## src/rtl/instr_loader.sv

```systemverilog
// Byte-stream program loader: length header + payload packed into 32-bit instruction-memory writes.
// Optional trailing XOR checksum byte when LOADER_CHECKSUM_EN is defined.
//   state | meaning
//   IDLE  | after reset, waiting for start_i
//   LEN   | collecting the 4-byte little-endian length header
//   DATA  | packing payload bytes into words, issuing writes
//   CSUM  | waiting for the checksum byte (LOADER_CHECKSUM_EN only)
//   DONE  | load succeeded, CPU released from reset
//   ERROR | length too large or checksum mismatch
module instr_loader #(
  parameter int                         ADDRESS_WIDTH = 32,
  parameter int                         DATA_WIDTH    = 32,
  parameter logic [ADDRESS_WIDTH-1:0]   BASE_ADDR     = '0,
  parameter int                         MAX_BYTES     = 65536
) (
  input  logic                      clk_i,
  input  logic                      rst_ni,
  input  logic                      start_i,
  input  logic                      byte_valid_i,
  input  logic [7:0]                byte_i,
  output logic                      byte_ready_o,
  output logic                      we_o,
  output logic [ADDRESS_WIDTH-1:0]  waddr_o,
  output logic [DATA_WIDTH-1:0]     wdata_o,
  output logic                      busy_o,
  output logic                      done_o,
  output logic                      err_o,
  output logic                      cpu_rst_no
);

`ifdef LOADER_CHECKSUM_EN
  typedef enum logic [2:0] {S_IDLE, S_LEN, S_DATA, S_CSUM, S_DONE, S_ERROR} state_t;
`else
  typedef enum logic [2:0] {S_IDLE, S_LEN, S_DATA, S_DONE, S_ERROR} state_t;
`endif

  localparam logic [32:0] MAX_LEN = 33'(MAX_BYTES);

  state_t                     state;
  logic [31:0]                len_q;
  logic [31:0]                remain;
  logic [1:0]                 lane;
  logic [DATA_WIDTH-1:0]      acc;
  logic [ADDRESS_WIDTH-1:0]   word_idx;
  logic                       active_q;
  logic                       done_q;
  logic                       err_q;
  logic                       we_q;
  logic [ADDRESS_WIDTH-1:0]   waddr_q;
  logic [DATA_WIDTH-1:0]      wdata_q;
`ifdef LOADER_CHECKSUM_EN
  logic [7:0]                 csum;
`endif

  logic [31:0]                len_full;
  logic [DATA_WIDTH-1:0]      acc_upd;

  // Lanes not yet written stay zero, so a partial final word needs no masking.
  always_comb begin
    len_full = {byte_i, len_q[31:8]};
    acc_upd  = acc;
    acc_upd[{lane, 3'b000} +: 8] = byte_i;
  end

  always_ff @(posedge clk_i or negedge rst_ni) begin
    if (!rst_ni) begin
      state    <= S_IDLE;
      len_q    <= '0;
      remain   <= '0;
      lane     <= '0;
      acc      <= '0;
      word_idx <= '0;
      active_q <= 1'b0;
      done_q   <= 1'b0;
      err_q    <= 1'b0;
      we_q     <= 1'b0;
      waddr_q  <= '0;
      wdata_q  <= '0;
`ifdef LOADER_CHECKSUM_EN
      csum     <= '0;
`endif
    end else begin
      we_q <= 1'b0;
      case (state)
        S_IDLE, S_DONE, S_ERROR: begin
          if (start_i) begin
            state    <= S_LEN;
            len_q    <= '0;
            remain   <= '0;
            lane     <= '0;
            acc      <= '0;
            word_idx <= '0;
            active_q <= 1'b1;
            done_q   <= 1'b0;
            err_q    <= 1'b0;
`ifdef LOADER_CHECKSUM_EN
            csum     <= '0;
`endif
          end
        end
        S_LEN: begin
          if (byte_valid_i) begin
            len_q <= len_full;
            lane  <= lane + 2'd1;
            if (lane == 2'd3) begin
              if (len_full == 32'd0) begin
`ifdef LOADER_CHECKSUM_EN
                state    <= S_CSUM;
`else
                state    <= S_DONE;
                active_q <= 1'b0;
                done_q   <= 1'b1;
`endif
              end else if ({1'b0, len_full} > MAX_LEN) begin
                state    <= S_ERROR;
                active_q <= 1'b0;
                err_q    <= 1'b1;
              end else begin
                state  <= S_DATA;
                remain <= len_full;
              end
            end
          end
        end
        S_DATA: begin
          if (byte_valid_i) begin
            remain <= remain - 32'd1;
`ifdef LOADER_CHECKSUM_EN
            csum   <= csum ^ byte_i;
`endif
            if (lane == 2'd3 || remain == 32'd1) begin
              we_q     <= 1'b1;
              waddr_q  <= BASE_ADDR + {word_idx[ADDRESS_WIDTH-3:0], 2'b00};
              wdata_q  <= acc_upd;
              word_idx <= word_idx + 1'b1;
              acc      <= '0;
              lane     <= '0;
            end else begin
              acc  <= acc_upd;
              lane <= lane + 2'd1;
            end
            if (remain == 32'd1) begin
`ifdef LOADER_CHECKSUM_EN
              state    <= S_CSUM;
`else
              state    <= S_DONE;
              active_q <= 1'b0;
              done_q   <= 1'b1;
`endif
            end
          end
        end
`ifdef LOADER_CHECKSUM_EN
        S_CSUM: begin
          if (byte_valid_i) begin
            active_q <= 1'b0;
            if (byte_i == csum) begin
              state  <= S_DONE;
              done_q <= 1'b1;
            end else begin
              state <= S_ERROR;
              err_q <= 1'b1;
            end
          end
        end
`endif
        default: state <= S_IDLE;
      endcase
    end
  end

  assign byte_ready_o = active_q;
  assign busy_o       = active_q;
  assign done_o       = done_q;
  assign err_o        = err_q;
  assign cpu_rst_no   = done_q;
  assign we_o         = we_q;
  assign waddr_o      = waddr_q;
  assign wdata_o      = wdata_q;

endmodule

```

## config.mk

```make
export PLATFORM = sky130hd
export DESIGN_NAME = instr_loader
export DESIGN_NICKNAME = d
export VERILOG_FILES = /design/src/rtl/instr_loader.sv
export SDC_FILE = /design/constraint.sdc
export NUM_CORES = 1
export LEC_CHECK = 0
export BUFFER_PORTS_ARGS = -buffer_cell sky130_fd_sc_hd__buf_2
export CAP_MARGIN = 10
export CORE_ASPECT_RATIO = 0.6
export CORE_MARGIN = 8
export CORE_UTILIZATION = 59
export DETAILED_ROUTE_END_ITERATION = 8
export PLACE_DENSITY = 0.79
export SYNTH_ARGS = -nofsm -noshare
export SYNTH_HDL_FRONTEND = slang
export SYNTH_SLANG_ARGS = --single-unit
```

## constraint.sdc

```tcl
create_clock -name clk_i -period 4.1 [get_ports clk_i]
set_clock_uncertainty 0.1 [all_clocks]
set_input_delay 0.82 -clock clk_i [delete_from_list [all_inputs] [get_ports clk_i]]
set_output_delay 0.82 -clock clk_i [all_outputs]
set_load 0.01 [all_outputs]
```

==> key figures, run 1 <==
STA
  • Worst setup margin: 963.5 ps
  • Ratio of final minimum period to clock period: 0.7650
  • Fmax achieved: 0.3188 GHz
  • Worst-margin pin slew: 1040 ps
  • Unrepaired setup endpoints after global routing: no
  • Rel. slew slack: 0.3017
  • Final setup viols: 0
  • Final Slew Violations: 0
  • Final min period: 3137 ps
  • Final Hold Vio Count: 0
  • Setup TNS: 0 ps

CTS
  • Post-CTS Resized: 0
  • # hold bufs at CTS: 0
  • Clk root buf: clkbuf_16
  • CTS Buffer Depth: 2
  • Clock sink total: 189
  • Post-CTS Setup Inserts: 0
  • Reg clk slew, reported paths: 80 ps
  • H-tree depth: 4
  • Clk Latency, worst-skew pair: 430 ps
  • CTS tree: yes
  • CTS Buf Count: 17

Synth
  • Synth cell types: 62
  • Asr flop ratio synth: 1.000
  • Ys flop type: dfrtp_1
  • Syn_area_per_cell: 9.661 µm²
  • Syn Std Cell Area: 0.009014 mm²
  • Seq/Total Area, Yosys: 0.5247
  • #FFs+latches synth: 189
  • Post-synth EDFFs: 0
  • Mapped Cells: 933
  • Warning count from the yosys run: 0

Critical path
  • CP Capture Type: register
  • CP Data Arrival Time: 3390 ps
  • Startpoint types: register
  • Max FO, Critical Path: 65
  • Kind of critical path: reg -> reg
  • Worst EP required: 4350 ps

Detailed routing
  • DR DRC count: 0
  • Starting DRC count in detailed routing: 798
  • DR WL/cell: 19.82 µm
  • Wl on met1: 10.84 mm
  • Metal2 WL: 9.983 mm
  • Wirelength, routed: 23.84 mm
  • Vias per cell: 6.258
  • Vias after detailed routing: 7,528
  • Antenna viol nets, final: 0
  • WL met3: 2.680 mm
  • Max layer used: met4
  • 1st-pass router iterations: 5

Status
  • Status: finished clean

Cells and area
  • Final nets: 1,008
  • Util after Layout: 0.6694
  • P&R area growth vs syn: 12.53%
  • Diode count: 0
  • Final cell count without fillers: 1,203
  • Fraction of layout cells with a size suffix above 1: 0.1750

Power
  • Clock Power Share: 0.261
  • P_sw: 0.002631 W
  • Peak VDD IR: 0.0003637 V
  • Flop pwr share: 0.391
  • Pwr dens: 615.5 mW/mm²
  • Comb power frac: 0.348
  • Sw frac: 0.4215
  • Pleak: 4.755 nW
  • Total power draw: 0.006243 W
  • P_int: 0.003611 W

Floorplan
  • Chip height: 111.7 µm
  • DIE AREA: 0.01962 mm²
  • Row cnt: 35
  • Initial Util: 0.5949
  • IO Count: 82
  • Core ar.: 0.01515 mm²
  • Die X: 175.6 µm

GRT
  • Tot GR Track Use: 0.2450
  • Vias in the first global route: 7,144
  • Grt total ovfl: 0
  • Initial antenna violation count: 0
  • First-pass GRT wire length: 39.21 mm
  • Largest net degree at the start of global routing: 91

Placement
  • Placer Congestion: 0.9651
  • Placed Cells: 1,171
  • Pre-CTS setup slack: 898.7 ps
  • HPWL Detailed: 16.10 mm
  • Port Buf Inserts: 79

Min path
  • HP Class: in -> async

Job
  • Max cap viols: 0
[cells in the mapped netlist (6+ instances only)]
master	count	area, µm²
and4_1	6	52.55
clkbuf_1	36	135.1
ha_1	9	112.6
mux2_2	31	349.1
a22oi_1	18	135.1
buf_2	18	90.09
nor2b_1	34	212.7
or3_1	9	56.30
inv_1	6	22.52
nand2_1	80	300.3
o21ai_0	81	405.4
dfrtp_1	189	4730
nand3_1	15	75.07
xor2_1	17	148.9
nor2_1	112	420.4
xnor2_1	9	78.83
a22o_1	17	148.9
nor3_1	20	100.1
nand4_1	18	112.6
nor4_1	18	112.6
and3_1	9	56.30
a21oi_1	93	465.5
a21boi_0	7	52.55
[area by class of cell]
class	count	area, µm²
Fill cell	1192	5009
Clock buffer	18	429.2
Timing Repair Buffer	97	551.8
Multi-Input combinational cell	676	4005
Sequential cell	189	4730
Tap cell	203	254.0
Clock inverter	14	151.4
Inverter	6	22.52
[stage by stage]
step	hold slack (ps)	cell area, µm²
CTS	368.3	10140
global route	378.5	10140
detailed placement	370.8	9563
finish	337.5	10140
global placement	372.8	9563
floorplan	351.6	9017
[critical path, stage by stage, from the launching register on]
cell,delay [ps]
dfrtp_1,400
or3_1,520
nor4_4,440
nand3_1,230
a21oi_4,490
buf_4,590
nor2_1,100
a21oi_1,150
[cell usage in the layout (no fill, tap or decap), drive strengths merged, types with 9 or more instances in the layout]
master  synthesis  final
ha              9      9
or3             9      9
nor2          114    114
a21oi          94     94
a22o           17     17
a22oi          18     18
nor2b          34     34
mux2           32     32
buf            26     96
nand2          80     80
dfrtp         189    189
clkbuf         37     19
o21ai          84     84
nand3          15     15
xor2           17     17
xnor2           9      9
nor4           20     20
inv             6     14
nor3           20     20
nand4          18     18
and3            9      9
[routing by layer]
layer	up-vias	track usage
met4	0	0.06749
li1	3420	-
met2	419	0.3323
met3	37	0.07334
met1	3652	0.3702
met5	-	0
[power by group through the flow]
stage | Combinational [W] | Sequential (W) | Clock (W)
after CTS | 0.00209 | 0.00243 | 0.00165
after floorplan | 0.00143 | 0.00240 | 0
after detailed placement | 0.00207 | 0.00246 | 0
after global routing | 0.00235 | 0.00248 | 0.00172
final | 0.00217 | 0.00244 | 0.00163
after global placement | 0.00204 | 0.00245 | 0
[flip-flops by register name (all words and copies together) (netlist names)]
register / count
acc: 32
remain: 32
wdata_o: 32
waddr_o: 30
word_idx: 30
len_q: 24
state: 3
lane: 2
busy_o: 1
cpu_rst_no: 1
err_o: 1
we_o: 1
[cells by family after synthesis]
kind of cell,synth area share
XOR/XNOR,0.02526
adder cells (fa/ha/maj),0.01249
AO/OA/AOI/OAI,0.1639
flip-flops,0.5247
buffers and inverters,0.03304
other,0.0004160
AND/OR/NAND/NOR,0.1979
multiplexers,0.04220
[worst paths after layout]
check                            start  slack, ps  depth (start not counted)           to
max                         remain[24]        960                          7  wdata_o[13]
min                             rst_ni        340                          1   remain[20]
max reg2reg                 remain[24]        960                          7  wdata_o[13]
min reg2reg                waddr_o[23]        390                          1  waddr_o[23]
max in group asynchronous       rst_ni       2660                          2    len_q[16]
min in group clk_i         waddr_o[23]        390                          1  waddr_o[23]
No activity file was read; power rests on OpenSTA's default activity.
==> inputs of run 2 (changes only) <==
Settings changed: CORE_UTILIZATION 59 to 54, PLACE_DENSITY 0.79 to 0.76.
Clock period 4.1 ns to 2.6 ns, I/O delays scaled along.
==> key figures, run 2 (synthesis gave the netlist of run 1 again) <==
STA
  • Final setup viols: 1
  • Worst setup margin: -13.83 ps
  • Final Slew Violations: 0
  • Final min period: 2614 ps
  • Worst-margin pin slew: 592.0 ps
  • Unrepaired setup endpoints after global routing: yes
  • Final Hold Vio Count: 0
  • Rel. slew slack: 0.6017
  • Setup TNS: -13.83 ps
  • Ratio of final minimum period to clock period: 1.005
  • Fmax achieved: 0.3826 GHz

Detailed routing
  • Vias per cell: 5.945
  • Wirelength, routed: 24.38 mm
  • DR DRC count: 0
  • DR WL/cell: 18.97 µm
  • Starting DRC count in detailed routing: 858
  • Vias after detailed routing: 7,639
  • 1st-pass router iterations: 6
  • Antenna viol nets, final: 0

GRT
  • Initial antenna violation count: 0
  • Tot GR Track Use: 0.2348
  • Largest net degree at the start of global routing: 57
  • Grt total ovfl: 0
  • First-pass GRT wire length: 39.73 mm
  • Vias in the first global route: 7,376

CTS
  • CTS Buf Count: 17
  • Reg clk slew, reported paths: 70 ps
  • CTS Buffer Depth: 2
  • Clock sink total: 189
  • CTS tree: yes
  • H-tree depth: 4
  • Clk Latency, worst-skew pair: 430 ps
  • Clk root buf: clkbuf_16

Critical path
  • Kind of critical path: reg -> reg
  • Worst path slowest cell: dfrtp_1
  • Max FO, Critical Path: 56
  • Worst EP required: 2790 ps
  • CP Data Arrival Time: 2800 ps
  • CP cell instances: ha_1 -> nor4b_2 -> and4_1 -> a2bb2oi_1 -> nand3_1 -> buf_12 -> o21ai_0 -> o21ai_0
  • Most used cell, CP: o21ai_0
  • Reg2Reg Capture Point: remain[13]
  • Largest stage delay on the critical path: 410 ps
  • Startpoint types: register
  • CP Launch Point: lane[1]
  • CP Capture Type: register
  • Worst r2r src: lane[1]
  • R2R cell count: 8
  • Reg2Reg Setup Slack: -10 ps

Power
  • Peak VDD IR: 0.0005373 V
  • Pleak: 5.084 nW
  • P_int: 0.006307 W
  • Sw frac: 0.4042
  • Pwr dens: 980.5 mW/mm²
  • Clock Power Share: 0.244
  • P_sw: 0.004279 W
  • Comb power frac: 0.397
  • Flop pwr share: 0.359

Min path
  • Hold-critical path depth: 3
  • Hold Path Sink: remain[28]
  • Min-delay src: byte_valid_i
  • HP Class: in -> reg

Cells and area
  • Area of the multi-input gates: 0.004078 mm²
  • Util after Layout: 0.6640
  • Post-route design area: 0.01080 mm²
  • Fillers: 1,289
  • Fraction of layout cells with a size suffix above 1: 0.2311
  • Final nets: 1,064
  • Final cell count without fillers: 1,285
  • Most frequent cells in the layout: dfrtp_1 (189), nor2_1 (109), a21oi_1 (93)
  • P&R area growth vs syn: 19.78%
  • Commonest non-fill, non-tap cell in the layout: dfrtp_1
  • Seq. cell area: 0.004730 mm²

Status
  • Violated checks: negative setup slack
  • Status: complete, but fails checks

Placement
  • HPWL Detailed: 16.56 mm
  • Pre-CTS setup slack: -83.21 ps
  • Placed Cells: 1,249
  • Placer Congestion: 0.9160
  • Port Buf Inserts: 79
  • Post-DP Area: 0.01008 mm²

Floorplan
  • DIE AREA: 0.02122 mm²
  • Chip height: 116.1 µm
  • IO Count: 82
  • Die X: 182.8 µm
  • Row cnt: 36
  • Initial Util: 0.5543
  • Core ar.: 0.01626 mm²

Job
  • Max cap viols: 0
## run 2: metrics by stage
| step | hold slack, ps | power, W |
|---|---|---|
| 3_3_place_gp | 372.5 | 0.007747 |
| 2_1_floorplan | 124.4 | 0.006050 |
| 6_report | 335.9 | 0.01059 |
| 5_1_grt | 354.3 | 0.01118 |
| 4_1_cts | 326.7 | 0.01042 |
| 3_5_place_dp | 374.6 | 0.007818 |
## run 2: worst max path at each step
stage | endpoint | slack (ps)
after CTS | acc[0] | 10
after global routing | remain[4] | -30
after floorplan | acc[24] | 80
after detailed placement | acc[28] | -80
final | remain[13] | -10
after global placement | word_idx[25] | 1
## run 2: power groups by stage
stage | logic [W] | clock network (W) | registers, W
after floorplan | 0.00226 | 0 | 0.00379
after global placement | 0.00394 | 0 | 0.00380
after detailed placement | 0.00401 | 0 | 0.00381
after CTS | 0.00405 | 0.00260 | 0.00376
after global routing | 0.00459 | 0.00273 | 0.00386
final | 0.00421 | 0.00258 | 0.00380
## run 2: what timing repair did
action / CTS / global route
endpoints found under the setup margin: 11 / 137
hold endpoints to repair: 48 / 0
gates cloned: 0 / 1
gates resized for setup: 2 / 16
setup buffers: 0 / 1
pin swaps: 0 / 2
hold buffers: 1 / 0
## run 2: final cells by class
class	instances	share of cell area
repair buffers	153	0.1019
diodes	1	0.0002318
clock buffers	18	0.03975
well taps	228	0.02642
multi-input cells	676	0.3777
inverters	6	0.002086
flip-flops and latches	189	0.4381
clock inverters	14	0.01391
## run 2: critical path: cells and delay by family (launching register included)
kind / cells / cell delay (ps)
AND/OR/NAND/NOR: 3 / 860
AO/OA/AOI/OAI: 3 / 530
flip-flops: 1 / 410
buffers and inverters: 1 / 210
adder cells (fa/ha/maj): 1 / 360
## run 2: metal layers
layer,routed length [µm],GRT usage
met2,10370,0.3347
met3,2293,0.07201
met1,11480,0.3464
met4,240,0.04746
met5,0,0
==> inputs of run 3 (changes only) <==
Settings changed: GPL_TIMING_DRIVEN set to 0.
==> key figures, run 3 (synthesis gave the netlist of run 1 again) <==
GRT
  • Grt total ovfl: 0
  • Tot GR Track Use: 0.2345
  • Initial antenna violation count: 0
  • First-pass GRT wire length: 39.68 mm
  • Vias in the first global route: 7,314
  • Largest net degree at the start of global routing: 98

Detailed routing
  • Wirelength, routed: 24.88 mm
  • Antenna viol nets, final: 0
  • 1st-pass router iterations: 7
  • DR DRC count: 0
  • DR WL/cell: 19.48 µm
  • Starting DRC count in detailed routing: 970
  • Vias per cell: 6.036
  • Vias after detailed routing: 7,708

CTS
  • H-tree depth: 4
  • CTS Buffer Depth: 2
  • CTS Buf Count: 17
  • Clk root buf: clkbuf_16
  • Clk Latency, worst-skew pair: 430 ps
  • Clock sink total: 189
  • Reg clk slew, reported paths: 80 ps
  • CTS tree: yes

Power
  • Comb power frac: 0.370
  • Pwr dens: 976.4 mW/mm²
  • P_sw: 0.004322 W
  • P_int: 0.006041 W
  • Sw frac: 0.4170
  • Peak VDD IR: 0.0005744 V
  • Clock Power Share: 0.257
  • Pleak: 4.942 nW
  • Flop pwr share: 0.373

Cells and area
  • Post-route design area: 0.01061 mm²
  • Most frequent cells in the layout: dfrtp_1 (187), nor2_1 (108), a21oi_1 (93)
  • Final nets: 1,057
  • Commonest non-fill, non-tap cell in the layout: dfrtp_1
  • Diode count: 0
  • Fraction of layout cells with a size suffix above 1: 0.2116
  • P&R area growth vs syn: 17.75%

STA
  • Fmax achieved: 0.3932 GHz
  • Unrepaired setup endpoints after global routing: yes
  • Final Hold Vio Count: 0
  • Worst-margin pin slew: 848.2 ps
  • Final min period: 2543 ps
  • Ratio of final minimum period to clock period: 0.9782
  • Final setup viols: 0
  • Rel. slew slack: 0.4293
  • Setup TNS: 0 ps
  • Final Slew Violations: 0

Placement
  • Placer Congestion: 0.9360
  • Port Buf Inserts: 74
  • Post-DP Area: 0.009717 mm²
  • HPWL Detailed: 17.01 mm

Min path
  • HP Class: in -> async

Floorplan
  • IO Count: 82
  • Core ar.: 0.01626 mm²
  • DIE AREA: 0.02122 mm²
  • Initial Util: 0.5543
  • Die X: 182.8 µm
  • Row cnt: 36
  • Chip height: 116.1 µm

Critical path
  • CP Capture Type: register
  • CP Data Arrival Time: 2810 ps
  • Max FO, Critical Path: 10
  • Startpoint types: register
  • Kind of critical path: reg -> reg
  • Worst EP required: 2870 ps

Status
  • Status: finished clean

Job
  • Max cap viols: 0
run 3: cell type report:
cell class / instances / area [µm²]
fill: 1261 / 5647
sequential: 189 / 4732
multi-input combinational: 676 / 4163
timing repair buffer: 85 / 486.7
clock buffer: 18 / 429.2
buffer: 61 / 320.3
tap: 228 / 285.3
clock inverter: 14 / 171.4
inverter: 6 / 26.28
run 3: metal layers:
layer	vias up	routed length (µm)	track usage
met5	-	0	0
met4	0	281	0.05340
met3	27	2644	0.06669
met2	408	10270	0.3164
met1	3750	11690	0.3613
li1	3523	-	-
run 3: repair_timing:
action | in CTS | in global routing
buffers inserted | 3 | 7
hold buffers | 0 | 0
endpoints found under the setup margin | 155 | 151
gates resized for setup | 24 | 53
pin swaps | 4 | 3
run 3: power groups by stage:
stage | clock, W | sequential [W] | combinational (W)
after floorplan | 0 | 0.00379 | 0.00226
after global placement | 0 | 0.00386 | 0.00326
after detailed placement | 0 | 0.00386 | 0.00332
after CTS | 0.00268 | 0.00382 | 0.00347
after global routing | 0.00282 | 0.00391 | 0.00416
final | 0.00267 | 0.00386 | 0.00383
run 3: per-stage QoR:
| step | utilization | hold WS, ps | cells | setup slack, ps | total power (W) |
|---|---|---|---|---|---|
| after floorplan | - | 124.4 | 934 | 84.44 | 0.006050 |
| after global placement | 0.5949 | 365.7 | 1236 | -2149 | 0.007120 |
| after detailed placement | 0.5976 | 375.3 | 1237 | -416.4 | 0.007187 |
| after CTS | 0.6408 | 44.98 | 1271 | -10.89 | 0.009970 |
| after global routing | 0.6527 | 77.69 | 1277 | -29.15 | 0.01090 |
| final | 0.6527 | 9.846 | 1277 | 56.59 | 0.01036 |
run 3: path summary, 6_finish.rpt:
path,depth (start not counted),slack (ps),start,end
max,8,60,state[0],remain[23]
min reg2reg,1,390,waddr_o[23],waddr_o[23]
max in group asynchronous,2,1480,rst_ni,word_idx[16]
min,1,10,rst_ni,len_q[22]
max reg2reg,8,60,state[0],remain[23]
min in group clk_i,1,390,waddr_o[23],waddr_o[23]
run 3: worst max-delay path, stage by stage, from the launching register on:
cell and delay (ps):
dfrtp_1 370, buf_2 170, or3b_2 510, clkbuf_1 290, nor2_1 270, nand3_1 240, o21ai_0 220, nor2b_1 140
o22a_1 150
